===== src/rtl/mac_ctrl.sv =====
// ---------------------------------------------------------------------------
// mac_ctrl
//   Sequencing and accumulate stage wrapped around the shared sequential
//   8x8 multiplier. Each operand pair accepted on the input valid/ready
//   interface gets one multiply (start/fin handshake). The 17-bit product is
//   added into a saturating dot-product accumulator. When the pair flagged
//   'last' has been accumulated, the result is presented on the output
//   valid/ready interface. A multiply that never finishes is abandoned after
//   TMO+1 cycles of waiting, and the vector is then reported with out_err set.
//
// Parameters
//   ACCW : accumulator / out_sum width in bits (>= 17)
//   TMO  : last timer value tolerated in WAIT before timeout (1..255)
//
// Ports
//   ck        : clock, all logic on posedge
//   rst       : synchronous active-high reset
//   in_valid  : operand pair available          (in)
//   in_ready  : stage can accept a pair         (out, high exactly in IDLE)
//   in_a/in_b : operands                        (in, 8 bit)
//   in_last   : pair closes the vector          (in)
//   mul_a/b   : operands to the multiplier      (out, held START..ACC)
//   mul_start : one-cycle start pulse           (out)
//   mul_o     : multiplier product              (in, 17 bit)
//   mul_fin   : multiplier done pulse           (in, only honoured in WAIT)
//   out_valid : result available                (out)
//   out_ready : consumer accepts result         (in)
//   out_sum   : accumulated sum                 (out, ACCW bit)
//   out_cnt   : pairs accumulated, sat. at 255  (out)
//   out_ovf   : accumulator saturated in vector (out)
//   out_err   : vector aborted by mul timeout   (out)
// ---------------------------------------------------------------------------
module mac_ctrl #(
    parameter int ACCW = 24,
    parameter int TMO  = 63
) (
    input  logic            ck,
    input  logic            rst,
    input  logic            in_valid,
    output logic            in_ready,
    input  logic [7:0]      in_a,
    input  logic [7:0]      in_b,
    input  logic            in_last,
    output logic [7:0]      mul_a,
    output logic [7:0]      mul_b,
    output logic            mul_start,
    input  logic [16:0]     mul_o,
    input  logic            mul_fin,
    output logic            out_valid,
    input  logic            out_ready,
    output logic [ACCW-1:0] out_sum,
    output logic [7:0]      out_cnt,
    output logic            out_ovf,
    output logic            out_err
);

    typedef enum logic [2:0] {
        ST_IDLE  = 3'd0,
        ST_START = 3'd1,
        ST_WAIT  = 3'd2,
        ST_ACC   = 3'd3,
        ST_DONE  = 3'd4
    } state_t;

    localparam logic [7:0]      TMO_C   = 8'(TMO);
    localparam logic [ACCW-1:0] ACC_MAX = {ACCW{1'b1}};

    // Saturating accumulate. Bit ACCW of the result flags that the true sum
    // did not fit; the low ACCW bits are then clamped to all-ones.
    function automatic logic [ACCW:0] sat_add(input logic [ACCW-1:0] acc,
                                              input logic [16:0]     prod);
        logic [ACCW:0] prod_ext;
        logic [ACCW:0] wide;
        prod_ext        = {(ACCW+1){1'b0}};
        prod_ext[16:0]  = prod;
        wide            = {1'b0, acc} + prod_ext;
        if (wide[ACCW]) begin
            sat_add = {1'b1, ACC_MAX};
        end else begin
            sat_add = wide;
        end
    endfunction

    state_t          state_r;
    logic            last_r;
    logic [7:0]      timer_r;
    logic [16:0]     prod_r;
    logic [ACCW-1:0] acc_r;
    logic [7:0]      cnt_r;
    logic [ACCW:0]   acc_sum_s;

    // The stage is ready purely as a function of being idle.
    assign in_ready = (state_r == ST_IDLE);

    // Accumulator and count are presented directly; they only change in ACC,
    // so they are stable for the whole of DONE.
    assign out_sum = acc_r;
    assign out_cnt = cnt_r;

    // Next accumulator value (with saturation flag) for the ACC state.
    always_comb begin
        acc_sum_s = sat_add(acc_r, prod_r);
    end

    // Control FSM, datapath registers and all registered outputs.
    always_ff @(posedge ck) begin
        if (rst) begin
            state_r   <= ST_IDLE;
            last_r    <= 1'b0;
            timer_r   <= 8'd0;
            prod_r    <= 17'd0;
            acc_r     <= {ACCW{1'b0}};
            cnt_r     <= 8'd0;
            mul_a     <= 8'd0;
            mul_b     <= 8'd0;
            mul_start <= 1'b0;
            out_valid <= 1'b0;
            out_ovf   <= 1'b0;
            out_err   <= 1'b0;
        end else begin
            case (state_r)
                ST_IDLE: begin
                    if (in_valid) begin
                        mul_a     <= in_a;
                        mul_b     <= in_b;
                        last_r    <= in_last;
                        // Raised here so the pulse coincides with START.
                        mul_start <= 1'b1;
                        state_r   <= ST_START;
                    end
                end
                ST_START: begin
                    mul_start <= 1'b0;
                    timer_r   <= 8'd0;
                    state_r   <= ST_WAIT;
                end
                ST_WAIT: begin
                    // A finish in the final tolerated cycle still wins over
                    // the timeout.
                    if (mul_fin) begin
                        prod_r  <= mul_o;
                        state_r <= ST_ACC;
                    end else if (timer_r == TMO_C) begin
                        // Abandon the vector; this pair is not counted.
                        out_err   <= 1'b1;
                        out_valid <= 1'b1;
                        state_r   <= ST_DONE;
                    end else begin
                        timer_r <= timer_r + 8'd1;
                    end
                end
                ST_ACC: begin
                    acc_r <= acc_sum_s[ACCW-1:0];
                    if (acc_sum_s[ACCW]) begin
                        out_ovf <= 1'b1;
                    end
                    if (cnt_r != 8'hFF) begin
                        cnt_r <= cnt_r + 8'd1;
                    end
                    if (last_r) begin
                        out_valid <= 1'b1;
                        state_r   <= ST_DONE;
                    end else begin
                        state_r <= ST_IDLE;
                    end
                end
                ST_DONE: begin
                    if (out_ready) begin
                        out_valid <= 1'b0;
                        acc_r     <= {ACCW{1'b0}};
                        cnt_r     <= 8'd0;
                        out_ovf   <= 1'b0;
                        out_err   <= 1'b0;
                        state_r   <= ST_IDLE;
                    end
                end
                default: begin
                    mul_start <= 1'b0;
                    out_valid <= 1'b0;
                    state_r   <= ST_IDLE;
                end
            endcase
        end
    end

endmodule

===== config.mk =====
export PLATFORM = sky130hd
export DESIGN_NAME = mac_ctrl
export DESIGN_NICKNAME = d
export VERILOG_FILES = /design/src/rtl/mac_ctrl.sv
export SDC_FILE = /design/constraint.sdc
export NUM_CORES = 1
export LEC_CHECK = 0
export ABC_AREA = 1
export CAP_MARGIN = 15
export CORE_UTILIZATION = 30
export DETAILED_ROUTE_END_ITERATION = 16
export DONT_BUFFER_PORTS = 1
export SKIP_CTS_REPAIR_TIMING = 1
export SYNTH_ARGS = -nofsm -noshare
export SYNTH_HDL_FRONTEND = slang
export SYNTH_SLANG_ARGS = --single-unit

===== constraint.sdc =====
create_clock -name ck -period 5.9 [get_ports ck]
set_clock_uncertainty 0.15 [all_clocks]
set_input_delay 1.18 -clock ck [delete_from_list [all_inputs] [get_ports ck]]
set_output_delay 1.18 -clock ck [all_outputs]
set_load 0.01 [all_outputs]

* After elaboration in Yosys (flattened, before gate mapping)
Cells that the tools add are included.
** Word-level totals
- Flip-flop bits (word level) :: 81
- Bits of input ports :: 39
- Output and inout bits :: 53
- Word-level logic and storage cells :: 73
** Operators by class
- Add/subtract/negate cells :: 3
- Equal/unequal tests :: 15
- Multiplexer cells :: 25
- Bitwise gates (word level) :: 2
- Reductions and logical operators :: 16
** Operators with widths (count)
- case mux 24 bit (2 select lines) :: 1
- 2-to-1 mux 8 bit :: 4
- case mux 8 bit (2 select lines) :: 2
- adder 24 x 17 -> 25 bit :: 1
- 2-to-1 mux 25 bit :: 1
- 2-to-1 mux 24 bit :: 1
- adder 8 x 1 -> 8 bit, second input constant :: 2
- != test 2 bit, second input constant :: 8
- 2-to-1 mux 3 bit :: 5
- case mux 3 bit (5 select lines) :: 1
- AND reduction 3 bit :: 4
- equality test 8 x 6 -> 1 bit, second input constant :: 1
- != test 8 bit, second input constant :: 1
- AND reduction 2 bit :: 4
- equality test 3 x 2 -> 1 bit, second input constant :: 2
- 2-to-1 mux 1 bit :: 6
- case mux 1 bit (2 select lines) :: 3
- nonzero test 2 bit :: 3
- AND reduction 5 bit :: 1
- case mux 1 bit (4 select lines) :: 1
- AND reduction 4 bit :: 1
- equality test 3 x 1 -> 1 bit, second input constant :: 1
- equality test 3 bit, second input constant :: 1
- zero test 3 bit :: 1
- 4 further kinds :: 5

* Depth between registers and ports, before layout
- Word-level depth :: 4
- Gate-level depth with buffers :: 13
- Depth with buffers taken out :: 13

* Least setup slack after synthesis
No wires, ideal clock.
- Kind :: register to output
- Start :: register state_r[0]
- End :: output port in_ready
- Data arrival time :: 0.951 ns
- Required time :: 4.570 ns
- Setup slack :: 3.619 ns
- Stages on the path, launching flop included :: 5
- Cell sequence :: dfxtp_1 -> nor2_1 -> nand2_1 -> clkinv_1 -> clkbuf_1
** On the way
- Word-level cells in the longest chain between the ends :: 1
** Ends and longest elaborated chain
- start, declared :: line 84 : state_t state_r;
- start signal, assigned :: line 108 : state_r <= ST_IDLE;
- start signal, assigned :: line 129 : state_r <= ST_START;
- start signal, assigned :: line 135 : state_r <= ST_WAIT;
- zero test 3 bit :: line 93 : assign in_ready = (state_r == ST_IDLE);
- end, declared :: line 40 : output logic in_ready,
Every way passes these cells.

* Worst setup path in the final report
- Start :: register state_r[1]
- End :: output port in_ready
Same word-level chain as after synthesis.

==> out/metrics.sh <==
RUN_STATUS='complete, no violations'
SYNTH.FF_LATCH_COUNT=81
CAP_VIOLATIONS=0
WORST_EP_ARRIVAL_TIME_PS=1430
FIRST_PASS_ITERS=5
CTS_TREE='yes'
END_KIND='primary output'
WORST-R2R-SETUP-SLACK_PS=3300
REG2REGPATHDEPTH=5
BUFFER_PORTS.INSERTED=0
SETUP_VIOL=0
SYNTHESIZED_NETLIST_NET_COUNT=792
NETLIST_TOP_CELLS_AREA='dfxtp_1 34%, nand2_1 19%, a21oi_1 8.0%'
DIE_HEIGHT_UM=128.0
DRTANTENNAVIOLNETS=0
DETAIL_ROUTE.VIAS_PER_CELL=4.743
CTS-BUFFERS-INSERTED=9
POWER_DENSITY_nW_PER_UM2=278.6
TIMING.HOLD.WORST_ENDPOINT='prod_r[13]'
CLK_PIN_SLEW_PS=70
DP_HPWL_MM=9.692
SEQ_AREA_FRAC_SYNTH=0.3402
CP_DATA_REQUIRED_TIME_PS=4570
FILLERS=1706
HTREE_NUM_LEVELS=3
SHARE_OF_ASYNC_SETTABLE_OR_ASYNC_RESETTABLE_FLOPS_AFTER_SYNTHESIS=0
FINALWEIGHTEDCONGESTION=0.8934
HP-START='prod_r[13]'
POWER_LEAKAGE_nW=2.263
CTSLONGESTPATHBUFFERS=2
GRT_PASS1_VIAS=3982
CTS.SINK_COUNT=81
SETUP.WORST_PATH.CLASS='flip-flop to primary output'
ROUTEDWLPERCELL_UM=13.93
FLOORPLAN.DIE_AREA_UM2=16390
GRT_PASS1_WL_MM=20.64
CLK_ROOT_BUFFER_CELL='clkbuf_16'
CLK_LATENCY_PS=350
INITIAL_DRC_COUNT=203
HOLDWS_PS=315.2
SYN_AVG_CELL_AREA_UM2=6.502
FINALHOLDVIOLCOUNT=0
SETUP_REPAIR_AFTER_GLOBAL_ROUTING_MISSED_ITS_MARGIN='false'
DRIVE_GT1_FRAC=0.07025
INITIAL_ANTENNA_VIOLATION_COUNT=0
MAX_FREQ_MHz=361.9
SYNTHESIS.INSTANCES=733
LIBRARY_CELLS_USED_BY_SYNTHESIS=39
ROUTED-VIA-COUNT=4444
WORSTMARGINPINSLEW_PS=922.6
SYNTHFLOPTYPE='dfxtp_1'
TIMING.CRITICAL_PATH.FROM_TYPE='flip-flop'
FINAL.MIN_CLOCK_PERIOD_PS=2763
SYNTH_AREA_UM2=4766
RR_STARTPOINT='state_r[1]'
NUM-NETS-FINAL=780
SYNTH_ENABLE_FLOP_CELLS=0
SLEW_HEADROOM=0.3842
CORE-AREA_UM2=15370
MIN-DELAY-PATH-CLASS='flip-flop to flip-flop'
SYNTHDOMINANTAREACELLTYPE='dfxtp_1'
SETUP-TNS-FINAL_PS=0
CHIPWIDTH_UM=128.0
ROUTED_WIRELENGTH_MM=13.06
SYNTH_WARNINGS=0
FINAL_MAX_SLEW_VIOL_COUNT=0
CRIT-REG2REG-CAPTURE='out_valid'
GLOBALROUTETOTALUTIL=0.1630
ANTENNA-DIODE-COUNT=0
YOSYSTOPAREACELLSHARE=0.3402
WORST_IR_DROP_VDD_mV=0.2690
DRC=0
PLACEMENT_ROWS=45
CRITPATHMAXFANOUT=18
INITIAL_CORE_UTIL=0.3101
FIN_CRIT_SH=0.4683
SYNTHESIS_TO_FINISH_AREA_GROWTH_PCT=9.766
MAXIMUM_NUMBER_OF_PINS_ON_ONE_NET_BEFORE_GLOBAL_ROUTE_REPAIR=65
WORST_HOLD_PATH.NUM_CELLS=2
GLOBALROUTEOVERFLOWTOTAL=0
DESIGN.PORTCOUNT=92
[cell usage in the layout, fill, tap and decap left out, types with 2 or more instances in the layout]
| cell type | n |
|---|---|
| nor3_1 | 11 |
| nand2_2 | 9 |
| nor2_4 | 2 |
| nand2_1 | 236 |
| dfxtp_1 | 81 |
| o21ai_0 | 9 |
| xor2_1 | 4 |
| nand3_1 | 66 |
| inv_2 | 4 |
| nor2_1 | 51 |
| nand4_1 | 12 |
| a31oi_1 | 2 |
| inv_6 | 2 |
| a21oi_1 | 76 |
| a211oi_1 | 4 |
| inv_1 | 85 |
| nor2_2 | 3 |
| nand3b_1 | 2 |
| xnor2_1 | 7 |
| ha_1 | 19 |
| nand3_2 | 9 |
| or2_2 | 2 |
| clkbuf_16 | 9 |
| a21oi_2 | 3 |
| a21o_1 | 2 |
[cell usage after synthesis (2+ instances only)]
cell type  number
buf_1           2
o21ai_0         9
a21oi_1        76
clkbuf_1       15
xnor2_1         7
ha_1           19
nand3_1        66
nor2_2          3
nor2_4          2
xor2_1          4
a21oi_2         3
nand3b_1        2
inv_1          85
dfxtp_1        81
nand3_2         9
buf_2           3
nor3_1         11
nor2_1         51
a31oi_1         2
nand4_1        12
a211oi_1        4
a21o_1          2
inv_2           4
nand2_2         9
buf_6           2
nand2_1       236
or2_2           2
[per-stage QoR]
stage	instances	setup WS (ps)	area, µm²	utilization	power (mW)
6_report	937	3137	5231	0.3403	1.458
2_1_floorplan	733	3619	4766	-	0.8370
4_1_cts	937	3106	5231	0.3403	1.480
3_3_place_gp	921	3331	4921	0.3201	0.8814
3_5_place_dp	921	3290	4921	0.3201	0.8839
5_1_grt	937	2999	5231	0.3403	1.534
[power by group]
part / internal [mW] / switching (mW) / total, mW
clock: 0.345 / 0.244 / 0.589
sequential: 0.592 / 0.0487 / 0.641
combinational: 0.0689 / 0.159 / 0.228
total: 1.01 / 0.452 / 1.46
[worst max-delay path by stage]
stage,from,endpoint,slack [ps],depth (start not counted)
final,state_r[1],in_ready,3140,3
after global routing,state_r[1],in_ready,3000,3
after CTS,state_r[1],in_ready,3110,3
after detailed placement,state_r[1],out_valid,3290,5
after global placement,state_r[1],out_valid,3330,5
after floorplan,state_r[0],in_ready,3620,4
[final cells by class]
| cell class | instances | area (µm²) | share of cell area |
|---|---|---|---|
| flip-flops and latches | 81 | 1622 | 0.3100 |
| well taps | 211 | 264.0 | 0.05047 |
| clock inverters | 6 | 71.32 | 0.01363 |
| clock buffers | 10 | 239.0 | 0.04568 |
| inverters | 90 | 337.8 | 0.06458 |
| multi-input cells | 539 | 2698 | 0.5157 |
[flip-flops by register name (all words and copies together) (netlist names)]
signal,count
out_sum,24
state_r,3
timer_r,8
mul_b,8
prod_r,17
out_ovf,1
mul_a,8
last_r,1
mul_start,1
out_err,1
out_cnt,8
out_valid,1
[kinds of logic after synthesis]
logic type,after synthesis,synth area share
AND/OR/NAND/NOR,407,0.3765
buffers and inverters,113,0.09372
AO/OA/AOI/OAI,101,0.1153
flip-flops,81,0.3402
adder cells (fa/ha/maj),20,0.05408
XOR/XNOR,11,0.02021
[worst max-delay path, stage by stage (launching register included)]
cell and delay, ps:
dfxtp_1 420, nor2_1 60, nand2_1 100, clkinv_1 490
[layer usage]
layer	GRT usage	vias up	wire length, µm
met3	0.06052	8	934
met5	0	-	0
met4	0.05329	0	159
li1	-	2340	-
met2	0.2625	106	5989
met1	0.2004	1990	5974
No activity file was read; power rests on OpenSTA's default activity.
